**src/rtl/maze_arb_pkg.sv**
```systemverilog
// Shared types and constants for the maze ROM arbiter.
// Owner tags mark which requester issued each in-flight ROM read.
package maze_arb_pkg;

  localparam int ADDR_W = 19;
  localparam int WAIT_W = 10;

  typedef enum logic [1:0] {
    OWN_NONE = 2'd0,
    OWN_VID  = 2'd1,
    OWN_LG   = 2'd2
  } owner_t;

  // Saturating increment of the head-of-queue wait counter.
  function automatic logic [WAIT_W-1:0] wait_next(input logic [WAIT_W-1:0] cur,
                                                  input logic [WAIT_W-1:0] max);
    logic [WAIT_W-1:0] nxt;
    if (cur >= max) begin
      nxt = max;
    end else begin
      nxt = cur + {{(WAIT_W-1){1'b0}}, 1'b1};
    end
    return nxt;
  endfunction

endpackage

```
**src/rtl/arb_req_fifo.sv**
```systemverilog
// Small in-order request FIFO for the logic-side ROM requests.
// Power-of-2 depth; the count register is one bit wider than the pointers.
module arb_req_fifo #(
  parameter int DEPTH = 2,
  parameter int WIDTH = 19
) (
  input  logic             clk,
  input  logic             reset,
  input  logic             push,
  input  logic             pop,
  input  logic [WIDTH-1:0] din,
  output logic             full,
  output logic             empty,
  output logic [WIDTH-1:0] head
);

  localparam int PTR_W = (DEPTH > 1) ? $clog2(DEPTH) : 1;

  logic [WIDTH-1:0] mem_r [DEPTH];
  logic [PTR_W-1:0] wr_ptr_r;
  logic [PTR_W-1:0] rd_ptr_r;
  logic [PTR_W:0]   count_r;
  logic             push_ok_s;
  logic             pop_ok_s;

  assign full      = (count_r == (PTR_W+1)'(DEPTH));
  assign empty     = (count_r == {(PTR_W+1){1'b0}});
  assign head      = mem_r[rd_ptr_r];
  // A full FIFO refuses a push even when a pop happens in the same cycle.
  assign push_ok_s = push && !full;
  assign pop_ok_s  = pop && !empty;

  // Storage array, written on accepted pushes only.
  always_ff @(posedge clk) begin
    if (push_ok_s) begin
      mem_r[wr_ptr_r] <= din;
    end
  end

  // Pointers and occupancy count.
  always_ff @(posedge clk) begin
    if (reset) begin
      wr_ptr_r <= {PTR_W{1'b0}};
      rd_ptr_r <= {PTR_W{1'b0}};
      count_r  <= {(PTR_W+1){1'b0}};
    end else begin
      if (push_ok_s) begin
        wr_ptr_r <= wr_ptr_r + {{(PTR_W-1){1'b0}}, 1'b1};
      end
      if (pop_ok_s) begin
        rd_ptr_r <= rd_ptr_r + {{(PTR_W-1){1'b0}}, 1'b1};
      end
      case ({push_ok_s, pop_ok_s})
        2'b10:   count_r <= count_r + {{PTR_W{1'b0}}, 1'b1};
        2'b01:   count_r <= count_r - {{PTR_W{1'b0}}, 1'b1};
        default: count_r <= count_r;
      endcase
    end
  end

endmodule

```
**src/rtl/maze_rom_arbiter.sv**
```systemverilog
// Shares the single-port maze wall ROM between the video path (absolute
// priority) and queued game-logic requests, returning tagged read data.
module maze_rom_arbiter #(
  parameter int ADDR_W     = maze_arb_pkg::ADDR_W,
  parameter int ROM_LAT    = 1,
  parameter int FIFO_DEPTH = 2,
  parameter int MAX_WAIT   = 1023
) (
  input  logic                            Clk,
  input  logic                            Reset,
  input  logic                            vid_active,
  input  logic [ADDR_W-1:0]               vid_addr,
  output logic                            vid_data,
  output logic                            vid_valid,
  input  logic                            lg_req,
  input  logic [ADDR_W-1:0]               lg_addr,
  output logic                            lg_rdy,
  output logic                            lg_data,
  output logic                            lg_valid,
  output logic [ADDR_W-1:0]               rom_addr,
  input  logic                            rom_data,
  output logic                            starve,
  output logic [maze_arb_pkg::WAIT_W-1:0] wait_cnt
);

  import maze_arb_pkg::*;

  localparam int WAIT_MAX_I = (2 ** WAIT_W) - 1;
  localparam logic [WAIT_W-1:0] MAX_C =
    WAIT_W'((MAX_WAIT > WAIT_MAX_I) ? WAIT_MAX_I : MAX_WAIT);

  owner_t             owner_s;
  owner_t             out_tag_s;
  owner_t             tag_r [ROM_LAT];
  logic               push_s;
  logic               pop_s;
  logic               full_s;
  logic               empty_s;
  logic [ADDR_W-1:0]  head_s;
  logic [WAIT_W-1:0]  wait_r;

  arb_req_fifo #(
    .DEPTH (FIFO_DEPTH),
    .WIDTH (ADDR_W)
  ) u_fifo (
    .clk   (Clk),
    .reset (Reset),
    .push  (push_s),
    .pop   (pop_s),
    .din   (lg_addr),
    .full  (full_s),
    .empty (empty_s),
    .head  (head_s)
  );

  assign lg_rdy = !full_s;
  assign push_s = lg_req && !full_s;
  assign pop_s  = (owner_s == OWN_LG);

  // Grant: video always wins, queued logic requests fill the idle cycles.
  always_comb begin
    owner_s  = OWN_NONE;
    rom_addr = vid_addr;
    if (vid_active) begin
      owner_s = OWN_VID;
    end else if (!empty_s) begin
      owner_s  = OWN_LG;
      rom_addr = head_s;
    end else begin
      owner_s = OWN_NONE;
    end
  end

  // Owner tags travel alongside the ROM read for ROM_LAT cycles.
  always_ff @(posedge Clk) begin
    if (Reset) begin
      for (int i = 0; i < ROM_LAT; i++) begin
        tag_r[i] <= OWN_NONE;
      end
    end else begin
      tag_r[0] <= owner_s;
      for (int i = 1; i < ROM_LAT; i++) begin
        tag_r[i] <= tag_r[i-1];
      end
    end
  end

  // Head-of-queue wait counter; a fresh head always starts from zero.
  always_ff @(posedge Clk) begin
    if (Reset) begin
      wait_r <= {WAIT_W{1'b0}};
    end else if (pop_s || empty_s) begin
      wait_r <= {WAIT_W{1'b0}};
    end else begin
      wait_r <= wait_next(wait_r, MAX_C);
    end
  end

  assign wait_cnt  = wait_r;
  assign starve    = (wait_r == MAX_C);
  assign out_tag_s = tag_r[ROM_LAT-1];

  // Returned data is gated so nothing leaks out while Reset is asserted.
  assign vid_valid = !Reset && (out_tag_s == OWN_VID);
  assign lg_valid  = !Reset && (out_tag_s == OWN_LG);
  assign vid_data  = vid_valid && rom_data;
  assign lg_data   = lg_valid && rom_data;

endmodule

```
**config.mk**
```make
export PLATFORM = sky130hd
export DESIGN_NAME = maze_rom_arbiter
export DESIGN_NICKNAME = d
export VERILOG_FILES = /design/src/rtl/maze_arb_pkg.sv /design/src/rtl/arb_req_fifo.sv /design/src/rtl/maze_rom_arbiter.sv
export SDC_FILE = /design/constraint.sdc
export NUM_CORES = 1
export LEC_CHECK = 0
export CORE_MARGIN = 4
export CORE_UTILIZATION = 29
export DETAILED_ROUTE_END_ITERATION = 7
export SETUP_SLACK_MARGIN = 0.05
export SYNTH_ARGS = -nofsm -noshare
export SYNTH_HDL_FRONTEND = slang
export SYNTH_HIERARCHICAL = 1
export SYNTH_SLANG_ARGS = --single-unit
```
**constraint.sdc**
```tcl
create_clock -name Clk -period 3.8 [get_ports Clk]
set_input_delay 0.76 -clock Clk [delete_from_list [all_inputs] [get_ports Clk]]
set_output_delay 0.76 -clock Clk [all_outputs]
set_load 0.05 [all_outputs]
```
==> results of run 1 <==
cells in the mapped netlist, drive strengths merged, types with 3 or more instances:
cell type	number
xnor2	3
o21ai	4
nor3	3
inv	8
nor2	6
nor2b	3
or3	4
nand2	4
dfxtp	17
buf	5
edfxtp	38
mux2	39
a21oi	9
nand4	3
metal layers:
layer / GRT usage [%] / share of wire [%] / vias up
met3: 3.04 / 6.4 / 4
li1: - / - / 794
met4: 2.52 / 0.75 / 0
met2: 16.8 / 45 / 59
met5: 0 / 0 / -
met1: 13.4 / 48 / 743
registers in the layout, indices dropped and copies added (netlist names), named ones only:
name	flops
u_fifo/mem_r	38
wait_cnt	10
tag_r	2
u_fifo/wr_ptr_r	1
u_fifo/rd_ptr_r	1
u_fifo/count_r	2
cell type report:
class                      instances  share of cell area, %
sequential                        55                   43.4
tap                              102                   3.74
clock inverter                     3                   1.39
timing repair buffer              81                   23.8
multi-input combinational        100                   24.7
inverter                           8                  0.880
clock buffer                       5                   2.02
kinds of logic (layout without fill, tap and decap cells):
family	Yosys count	in the layout
flip-flops	55	55
multiplexers	39	39
AND/OR/NAND/NOR	34	34
AO/OA/AOI/OAI	21	21
buffers and inverters	13	97
XOR/XNOR	4	4
adder cells (fa/ha/maj)	2	2
worst reg2reg max path, stage by stage (launching register included):
cell,delay [ns]
dfxtp_1,0.42
nand2b_2,0.17
inv_2,0.05
nor2b_1,0.17
inv_1,0.07
or3_1,0.37
inv_1,0.13
buf_4,0.27
per-stage QoR:
step                cell area (µm²)  hold slack, ns
floorplan                      2380           0.452
global placement               3300           0.469
detailed placement             3300           0.491
CTS                            3410           0.509
global route                   3410           0.536
finish                         3410           0.506
report_power, final:
group          internal (mW)  switching, mW  total [mW]
Sequential             0.746         0.0319       0.778
Combinational          0.295          0.401       0.697
Clock                  0.200          0.189       0.389
Total                   1.24          0.622        1.86
final timing paths:
path	start	cells past startpoint	to
max reg2reg	u_fifo/count_r[0]	7	u_fifo/mem_r[0][9]
max	Reset	4	vid_data
min reg2reg	u_fifo/wr_ptr_r	2	u_fifo/wr_ptr_r
min	u_fifo/wr_ptr_r	2	u_fifo/wr_ptr_r
cell usage in the layout, fill, tap and decap left out, types with 3 or more instances in the layout:
cell type / instances
nor2_1: 5
nor2b_1: 3
nor3_1: 3
nand2_1: 4
inv_1: 7
dfxtp_1: 17
mux2_2: 32
xnor2_1: 3
buf_4: 3
clkdlybuf4s50_1: 77
or3_1: 4
clkbuf_8: 5
o21ai_0: 4
edfxtp_1: 38
mux2_1: 7
a21oi_1: 9
==> results.md, run 1 <==
- FP Rows: 32
- Final min period: 3.41 ns
- Seq cells post-synth: 55
- Final hold violation count: 0
- Total power: 1.86 mW
- Diode insertion count for antenna repair: 0
- Worst IR Drop VDD: 0.199 mV
- Post-synthesis instance area: 2380 µm²
- Adder and majority cell fraction of the synthesized area: 1.05%
- Pin count of the biggest net entering global routing: 21
- Number of antenna-violating nets in the routed design: 0
- Effective utilization at floorplan: 30.3%
- Nature of the critical path startpoint: input port
- Count of instances resized after the clock tree is built: 0
- First-pass DRT Iterations: 4
- Cell types occupying the most area after synthesis: edfxtp_1, mux2_2, dfxtp_1, mux2_1, a21oi_1
- Crit path capture type: output pin
- Post-synthesis net count: 213
- Area of the die: 9710 µm²
- Placed Instances: 346
- Worst Setup Slack, final: 0.394 ns
- Total clock buffers created by CTS: 5
- Cells traversed along the worst timing path: clkdlybuf4s50_1, nor3b_1, and2_1, clkdlybuf4s50_1
- Synth async-reset ratio: 0%
- Register area share after synthesis: 62.3%
- Synth unique cells: 33
- Area occupied by registers: 1480 µm²
- Sink Count: 55
- Setup TNS after final layout: 0 ns
- Worst slew pin tran: 0.510 ns
- Compound-gate portion of the synthesized area: 5.37%
- Horiz. Die Dim: 98.5 µm
- Share of the synthesized area in the top cell type: 48.0%
- R2R setup slack: 1.84 ns
- Standby leakage power: 1.18 nW
- Top cell by count, worst path: clkdlybuf4s50_1
- Arrival @ worst endpoint: 2.65 ns
- Core Region: 7850 µm²
- Layout-stage area growth over the synthesis result: 43.5%
- Global-route wire length before repair: 8040 µm
- Post-DR wirelength/cell: 14.0 µm
- Post-CTS clock slew at the launch and capture registers of the worst setup and hold paths: 0.09 ns
- RSZ-0062 raised after global routing: no
- Post-route insts no fill: 354
- Maximum frequency from static timing analysis: 294 MHz
- Floorplan die height: 98.5 µm
- Fill cells: 750
- Number of synthesized flops with an enable pin: 38
- GPL Wtd Cong: 0.693
- CTS Root Cell: clkbuf_8
- Outcome: completed
- Fraction of the core area covered by cells at the end of the flow: 43.5%
- Cell class contributing the biggest share of worst-path delay: buffers and inverters
- Final setup violating endpoints: 0
- Number of global-route vias before repair: 1,642
- HP Class: reg -> reg
- Main combinational cell family by area after synthesis: multiplexers
- Worst skew pair latency: 0.30 ns
- Number of violations reported at the end of detailed-routing iteration 0: 24
- Total number of vias: 1,600
- Gate Count Post-Synth: 168
- Crit path buf inv count: 2
- Ys flop type: edfxtp_1
- Sum of net half-perimeters after detailed placement: 3500 µm
- Max capacitance violation total: 0
- DR DRC count: 0
- Maximum fanout count along the critical path: 10
- Power density cells: 546 nW/µm²
- Clock tree from TritonCTS: yes
- Maximum root-to-sink buffer count: 2
- Clock skew after layout: 0.00495 ns
- GRT Total Usage: 10.3%
- Synth Area in Simple Gates: 9.00%
- Number of nets in the layout: 296
- Clock H-tree levels: 2
- Total Wirelength: 4950 µm
- Multi-input logic area: 843 µm²
- Setup Crit Path Kind: in -> out
- Dominant cell type by area after synthesis: edfxtp_1
- Number of hold-repair buffers added at the cts stage: 0
- GRT overflow: 0
- Number of antenna violations at the first check in global routing: 0
- Avg Inst Size Synth: 14.2 µm²
- Yosys warning total: 6
- Xor and xnor area share after synthesis: 1.47%
- Largest stage delay on the critical path: 0.80 ns
- Worst setup timing slack at the placement stage: 0.369 ns
- Max-slew headroom at the worst pin: 65.9%
- Setup Buffers After CTS: 0
- Data required time of the critical path: 3.04 ns
- Share of synthesized area spent on multiplexers: 18.5%
- Slew Viols, Final: 0
- Post-detailed-route via-to-cell ratio: 4.52
- Layout cells sized above 1: 20.6%
- Count of port buffers added during placement: 77
- Max stage delay cell, worst path: clkdlybuf4s50_1
- Ports: 78
- Portion of the clock cycle consumed by the worst path in the final layout: 89.6%
(Power assumes the default switching activity.)
==> run 2, diff against run 1 <==
Settings changed: CORE_ASPECT_RATIO from default to 1.5.
Clock period 3.8 ns to 3.6 ns, I/O delays scaled along.
==> run 2 against run 1 <==
Die area increased by 0.31%; final area increased by 0.11%; register-to-register slack got worse by 0.33 ns; clock skew decreased by 0.00078 ns; combinational power increased by 2%; routed wire length increased by 1.3%; clock-buffer cell count increased by 2; flip-flop and latch count unchanged; hold slack got worse by 0.0063 ns; core utilization decreased by 0.82 points; critical path type unchanged; largest cell class unchanged.
==> results.md, run 2 (same netlist as run 1, synthesis figures left out) <==
- Pin count of the biggest net entering global routing: 20 (was 21)
- Nature of the critical path startpoint: input port (unchanged)
- Setup Crit Path Kind: in -> out (unchanged)
- Maximum frequency from static timing analysis: 304 MHz
- Power density cells: 602 nW/µm² (was 546 nW/µm²)
- Portion of total power attributed to combinational logic: 34.7% (was 37.4%)
- Most common library cell in the layout ignoring fill and taps: clkdlybuf4s50_1 (unchanged)
- Horiz. Die Dim: 81.9 µm (was 98.5 µm)
- Portion of the clock cycle consumed by the worst path in the final layout: 91.5%
- Switching power as a share of total power: 32.2% (was 33.4%)
- Worst IR Drop VDD: 0.246 mV (was 0.199 mV)
- Arrival @ worst endpoint: 2.57 ns (was 2.65 ns)
- Portion of total power attributed to the clock network: 25.4% (was 20.9%)
- Clock skew after layout: 0.00417 ns (was 0.00495 ns)
- Effective utilization at floorplan: 29.7% (was 30.3%)
- RSZ-0062 raised after global routing: no (unchanged)
- GRT overflow: 0 (unchanged)
- Fill cells: 791 (was 750)
- Number of violations reported at the end of detailed-routing iteration 0: 58 (was 24)
- Standby leakage power: 1.22 nW (was 1.18 nW)
- Area of the die: 9740 µm² (was 9710 µm²)
- Crit path capture type: output pin (unchanged)
- Number of nets in the layout: 297 (was 296)
- Max FFs per register: 38 (unchanged)
- Cell class contributing the biggest share of worst-path delay: buffers and inverters (unchanged)
- Setup Buffers After CTS: 0 (unchanged)
- Ports: 78 (unchanged)
- Setup TNS after final layout: 0 ns (unchanged)
- Maximum root-to-sink buffer count: 2 (unchanged)
- Worst slew pin tran: 0.505 ns (was 0.510 ns)
- Diode insertion count for antenna repair: 0 (unchanged)
- Number of hold-repair buffers added at the cts stage: 0 (unchanged)
- Count of instances resized after the clock tree is built: 0 (unchanged)
- GPL Wtd Cong: 0.712 (was 0.693)
- FP Rows: 40 (was 32)
- Core Region: 8010 µm² (was 7850 µm²)
- Number of antenna violations at the first check in global routing: 0 (unchanged)
- Final setup violating endpoints: 0 (unchanged)
- Count of port buffers added during placement: 77 (unchanged)
- HP Class: reg -> reg (unchanged)
- Internal portion of total power: 1.39 mW (was 1.24 mW)
- Layout cells sized above 1: 28.5% (was 20.6%)
- R2R setup slack: 1.51 ns (was 1.84 ns)
- Global-route wire length before repair: 7940 µm (was 8040 µm)
- Clock tree from TritonCTS: yes (unchanged)
- Number of global-route vias before repair: 1,682 (was 1,642)
- Sink Count: 55 (unchanged)
- Max-slew headroom at the worst pin: 66.2% (was 65.9%)
- Worst skew pair latency: 0.28 ns (was 0.30 ns)
- Largest stage delay on the critical path: 0.80 ns (about the same)
- Crit path buf inv count: 2 (unchanged)
- Total clock buffers created by CTS: 5 (unchanged)
- Final min period: 3.29 ns
- Sum of net half-perimeters after detailed placement: 3660 µm (was 3500 µm)
- CTS Root Cell: clkbuf_16 (was clkbuf_8)
- Post-detailed-route via-to-cell ratio: 4.51 (was 4.52)
- Clock H-tree levels: 2 (unchanged)
- Layout-stage area growth over the synthesis result: 43.7% (was 43.5%)
- Outcome: completed (unchanged)
- Total number of vias: 1,613 (was 1,600)
- Fraction of the core area covered by cells at the end of the flow: 42.7% (was 43.5%)
- Final hold violation count: 0 (unchanged)
- GRT Total Usage: 10.7% (was 10.3%)
- Number of antenna-violating nets in the routed design: 0 (unchanged)
- Post-CTS clock slew at the launch and capture registers of the worst setup and hold paths: 0.07 ns (was 0.09 ns)
- First-pass DRT Iterations: 4 (unchanged)
- Max stage delay cell, worst path: clkdlybuf4s50_1 (unchanged)
- Cells traversed along the worst timing path: clkdlybuf4s50_1, nor3b_1, and2_1, clkdlybuf4s50_1 (unchanged)
- Maximum fanout count along the critical path: 10 (unchanged)
- Register with the most flip-flops: u_fifo/mem_r (unchanged)
- Proportion of power drawn by flip-flops and latches: 39.9% (was 41.7%)
- Net Switching: 0.662 mW (was 0.622 mW)
- Max capacitance violation total: 0 (unchanged)
- Top cell by count, worst path: clkdlybuf4s50_1 (unchanged)
- Floorplan die height: 119 µm (was 98.5 µm)
- Post-DR wirelength/cell: 14.0 µm (about the same)
- Leading cell types in the layout, fill and taps excluded: clkdlybuf4s50_1, edfxtp_1, mux2_2, buf_4, dfxtp_1 (was clkdlybuf4s50_1, edfxtp_1, mux2_2, dfxtp_1, a21oi_1)
- Data required time of the critical path: 2.88 ns (was 3.04 ns)
- Slew Viols, Final: 0 (unchanged)
- DR DRC count: 0 (unchanged)
- Total Wirelength: 5010 µm (was 4950 µm)
-- run 2: layer usage --
layer,track usage (%),share of wire (%),vias to the layer above
li1,-,-,793
met1,11.6,39,765
met2,19.3,52,50
met3,2.95,6.6,5
met4,3.43,1.4,0
met5,0,0,-
-- run 2: tightest hold or removal path: cells and delay by family (launching register included) --
kind | cells | cell delay (ns)
AO/OA/AOI/OAI | 2 | 0.14
flip-flops | 1 | 0.31
-- run 2: metrics by stage --
| step | power, mW | instance area [µm²] | cells | worst slack, ns | hold WS, ns |
|---|---|---|---|---|---|
| floorplan | 1.33 | 2380 | 168 | 0.393 | 0.452 |
| detailed placement | 1.57 | 3250 | 350 | 0.267 | 0.488 |
| finish | 2.06 | 3420 | 358 | 0.307 | 0.499 |
| CTS | 2.09 | 3420 | 358 | 0.261 | 0.498 |
| global route | 2.16 | 3420 | 358 | 0.125 | 0.534 |
| global placement | 1.56 | 3250 | 350 | 0.361 | 0.493 |
-- run 2: final cells by class --
cell class / instances / area [µm²] / area share (%)
Clock buffer: 7 / 164 / 4.80
Clock inverter: 1 / 5.00 / 0.147
Inverter: 8 / 30.0 / 0.879
Multi-Input combinational cell: 100 / 843 / 24.7
Sequential cell: 55 / 1480 / 43.4
Tap cell: 105 / 131 / 3.85
Timing Repair Buffer: 82 / 761 / 22.3
-- run 2: power by group through the flow --
stage / Clock [mW] / Combinational, mW / Sequential (mW)
5_1_grt: 0.561 / 0.767 / 0.830
3_5_place_dp: 0 / 0.731 / 0.836
6_report: 0.521 / 0.714 / 0.820
3_3_place_gp: 0 / 0.726 / 0.830
4_1_cts: 0.537 / 0.734 / 0.822
2_1_floorplan: 0 / 0.490 / 0.836
-- run 2: path summary, 6_finish.rpt --
path              cells past startpoint         startpoint                   to
setup / recovery                      4              Reset             vid_data
hold / removal                        2    u_fifo/wr_ptr_r      u_fifo/wr_ptr_r
setup reg to reg                      7  u_fifo/count_r[0]  u_fifo/mem_r[0][16]
hold reg to reg                       2    u_fifo/wr_ptr_r      u_fifo/wr_ptr_r
==> run 3, diff against run 2 <==
Settings changed: CORE_MARGIN 4 to default, CTS_CLUSTER_SIZE from default to 40, DONT_BUFFER_PORTS from default to 1.
==> run 3 against run 2 <==
Global-route usage grew 0.13 points; total power shrank 9.9%; critical path depth shrank 2; first-iteration DRC count shrank 55%; final area shrank 21%; critical path type is now reg -> out; combinational power shrank 23%; routed wire length shrank 10%; largest cell class unchanged; clock skew grew 0.0030 ns; maximum frequency grew 19%.
==> results.md, run 3 (same netlist as run 1, synthesis figures left out) <==
- Setup TNS after final layout: 0 ns (unchanged)
- Layout-stage area growth over the synthesis result: 13.3% (was 43.7%)
- Portion of total power attributed to combinational logic: 29.8% (was 34.7%)
- Proportion of power drawn by flip-flops and latches: 45.3% (was 39.9%)
- Power density cells: 687 nW/µm² (was 602 nW/µm²)
- Clock tree from TritonCTS: yes (unchanged)
- Maximum root-to-sink buffer count: 2 (unchanged)
- Data required time of the critical path: 2.88 ns (about the same)
- Post-DR wirelength/cell: 15.8 µm (was 14.0 µm)
- Cell area reported after detailed placement: 2560 µm² (was 3250 µm²)
- Largest stage delay on the critical path: 0.93 ns (was 0.80 ns)
- Clock skew after layout: 0.00714 ns (was 0.00417 ns)
- Pin count of the biggest net entering global routing: 20 (unchanged)
- Max FFs per register: 38 (unchanged)
- Floorplan die height: 113 µm (was 119 µm)
- Nature of the critical path startpoint: flip-flop (was input port)
- Number of antenna violations at the first check in global routing: 0 (unchanged)
- Post-CTS clock slew at the launch and capture registers of the worst setup and hold paths: 0.07 ns (about the same)
- Register with the most flip-flops: u_fifo/mem_r (unchanged)
- Max capacitance violation total: 0 (unchanged)
- Total clock buffers created by CTS: 5 (unchanged)
- Internal portion of total power: 1.21 mW (was 1.39 mW)
- GRT Total Usage: 10.8% (was 10.7%)
- Max stage delay cell, worst path: dfxtp_1 (was clkdlybuf4s50_1)
- Number of hold-repair buffers added at the cts stage: 0 (unchanged)
- Worst Setup Slack, final: 0.831 ns (was 0.307 ns)
- Worst skew pair latency: 0.29 ns (was 0.28 ns)
- Leading cell types in the layout, fill and taps excluded: edfxtp_1, mux2_2, dfxtp_1, a21oi_1, buf_4 (was clkdlybuf4s50_1, edfxtp_1, mux2_2, buf_4, dfxtp_1)
- Layout cells sized above 1: 31.3% (was 28.5%)
- Setup Buffers After CTS: 0 (unchanged)
- Ports: 78 (unchanged)
- Worst slew pin tran: 1.02 ns (was 0.505 ns)
- Number of violations reported at the end of detailed-routing iteration 0: 26 (was 58)
- Cell class contributing the biggest share of worst-path delay: flip-flops (was buffers and inverters)
- Global-route wire length before repair: 6890 µm (was 7940 µm)
- Fill cells: 789 (was 791)
- First-pass DRT Iterations: 4 (unchanged)
- Count of port buffers added during placement: 0 (was 77)
- Maximum frequency from static timing analysis: 361 MHz (was 304 MHz)
- Outcome: completed (unchanged)
- Horiz. Die Dim: 75.9 µm (was 81.9 µm)
- Most common library cell in the layout ignoring fill and taps: edfxtp_1 (was clkdlybuf4s50_1)
- Net Switching: 0.637 mW (was 0.662 mW)
- Clock H-tree levels: 2 (unchanged)
- Total number of vias: 1,367 (was 1,613)
- Fraction of the core area covered by cells at the end of the flow: 33.9% (was 42.7%)
- CTS Root Cell: clkbuf_16 (unchanged)
- Crit path buf inv count: 0 (was 2)
- RSZ-0062 raised after global routing: no (unchanged)
- Number of global-route vias before repair: 1,372 (was 1,682)
- Worst IR Drop VDD: 0.284 mV (was 0.246 mV)
- Sink Count: 55 (unchanged)
- Crit path capture type: output pin (unchanged)
- Arrival @ worst endpoint: 2.05 ns (was 2.57 ns)
- Portion of the clock cycle consumed by the worst path in the final layout: 76.9% (was 91.5%)
- Number of antenna-violating nets in the routed design: 0 (unchanged)
- Final min period: 2.77 ns (was 3.29 ns)
- Worst setup timing slack at the placement stage: 1.07 ns (was 0.267 ns)
- Max-slew headroom at the worst pin: 31.8% (was 66.2%)
- FP Rows: 40 (unchanged)
- Post-detailed-route via-to-cell ratio: 4.81 (was 4.51)
- Total power: 1.85 mW (was 2.06 mW)
- Sum of net half-perimeters after detailed placement: 3080 µm (was 3660 µm)
- Diode insertion count for antenna repair: 0 (unchanged)
- Portion of total power attributed to the clock network: 24.9% (was 25.4%)
- GPL Wtd Cong: 0.666 (was 0.712)
- Cells traversed along the worst timing path: mux2_2, mux2_2 (was clkdlybuf4s50_1, nor3b_1, and2_1, clkdlybuf4s50_1)
- Number of nets in the layout: 223 (was 297)
- HP Class: reg -> reg (unchanged)
- DR DRC count: 0 (unchanged)
- Effective utilization at floorplan: 29.9% (was 29.7%)
- Final hold violation count: 0 (unchanged)
- Standby leakage power: 0.917 nW (was 1.22 nW)
- Core Region: 7960 µm² (was 8010 µm²)
- Final setup violating endpoints: 0 (unchanged)
- Post-route standard cell area excluding fillers: 2690 µm² (was 3420 µm²)
- Area of the die: 8570 µm² (was 9740 µm²)
- Slew Viols, Final: 0 (unchanged)
- Switching power as a share of total power: 34.4% (was 32.2%)
- Setup Crit Path Kind: reg -> out (was in -> out)
- Top cell by count, worst path: mux2_2 (was clkdlybuf4s50_1)
- Count of instances resized after the clock tree is built: 0 (unchanged)
- GRT overflow: 0 (unchanged)
- Total Wirelength: 4500 µm (was 5010 µm)
- Maximum fanout count along the critical path: 19 (was 10)
run 3: cell type report:
type | count | area, µm² | area share [%]
clock buffers | 7 | 133 | 4.92
clock inverters | 1 | 5.00 | 0.186
flip-flops and latches | 55 | 1480 | 55.0
well taps | 105 | 131 | 4.88
inverters | 8 | 30.0 | 1.11
multi-input cells | 100 | 853 | 31.7
repair buffers | 8 | 60.1 | 2.23
run 3: path summary, 6_finish.rpt:
| check | slack (ns) | to | start | depth (start not counted) |
|---|---|---|---|---|
| setup / recovery | 0.83 | rom_addr[16] | flip-flop | 2 |
| hold / removal | 0.48 | u_fifo/wr_ptr_r | u_fifo/wr_ptr_r | 2 |
| setup reg to reg | 1.31 | u_fifo/mem_r[0][5] | u_fifo/count_r[0] | 6 |
| hold reg to reg | 0.48 | u_fifo/wr_ptr_r | u_fifo/wr_ptr_r | 2 |
run 3: metrics by stage:
step / hold WS [ns] / instances
2_1_floorplan: 0.452 / 168
3_3_place_gp: 0.462 / 276
3_5_place_dp: 0.473 / 276
4_1_cts: 0.485 / 284
5_1_grt: 0.479 / 284
6_report: 0.484 / 284
run 3: worst register-to-register path: stages, from the launching register on:
cell and delay (ns):
dfxtp_1 0.41, nand2b_2 0.17, inv_2 0.05, nor2b_1 0.19
inv_1 0.07, or3_1 0.36, inv_1 0.65
run 3: routing by layer:
metal	vias to the layer above	global-route usage, %	part of all wire [%]
li1	643	-	-
met2	56	20.8	55
met3	6	4.11	7.2
met4	0	4.62	1.7
met1	662	10.0	36
met5	-	0	0
run 3: power groups by stage:
| stage | Clock, mW | Sequential [mW] | Combinational [mW] |
|---|---|---|---|
| after floorplan | 0 | 0.836 | 0.490 |
| after global placement | 0 | 0.853 | 0.557 |
| after detailed placement | 0 | 0.855 | 0.559 |
| after CTS | 0.482 | 0.841 | 0.564 |
| after global routing | 0.502 | 0.852 | 0.585 |
| final | 0.461 | 0.838 | 0.552 |
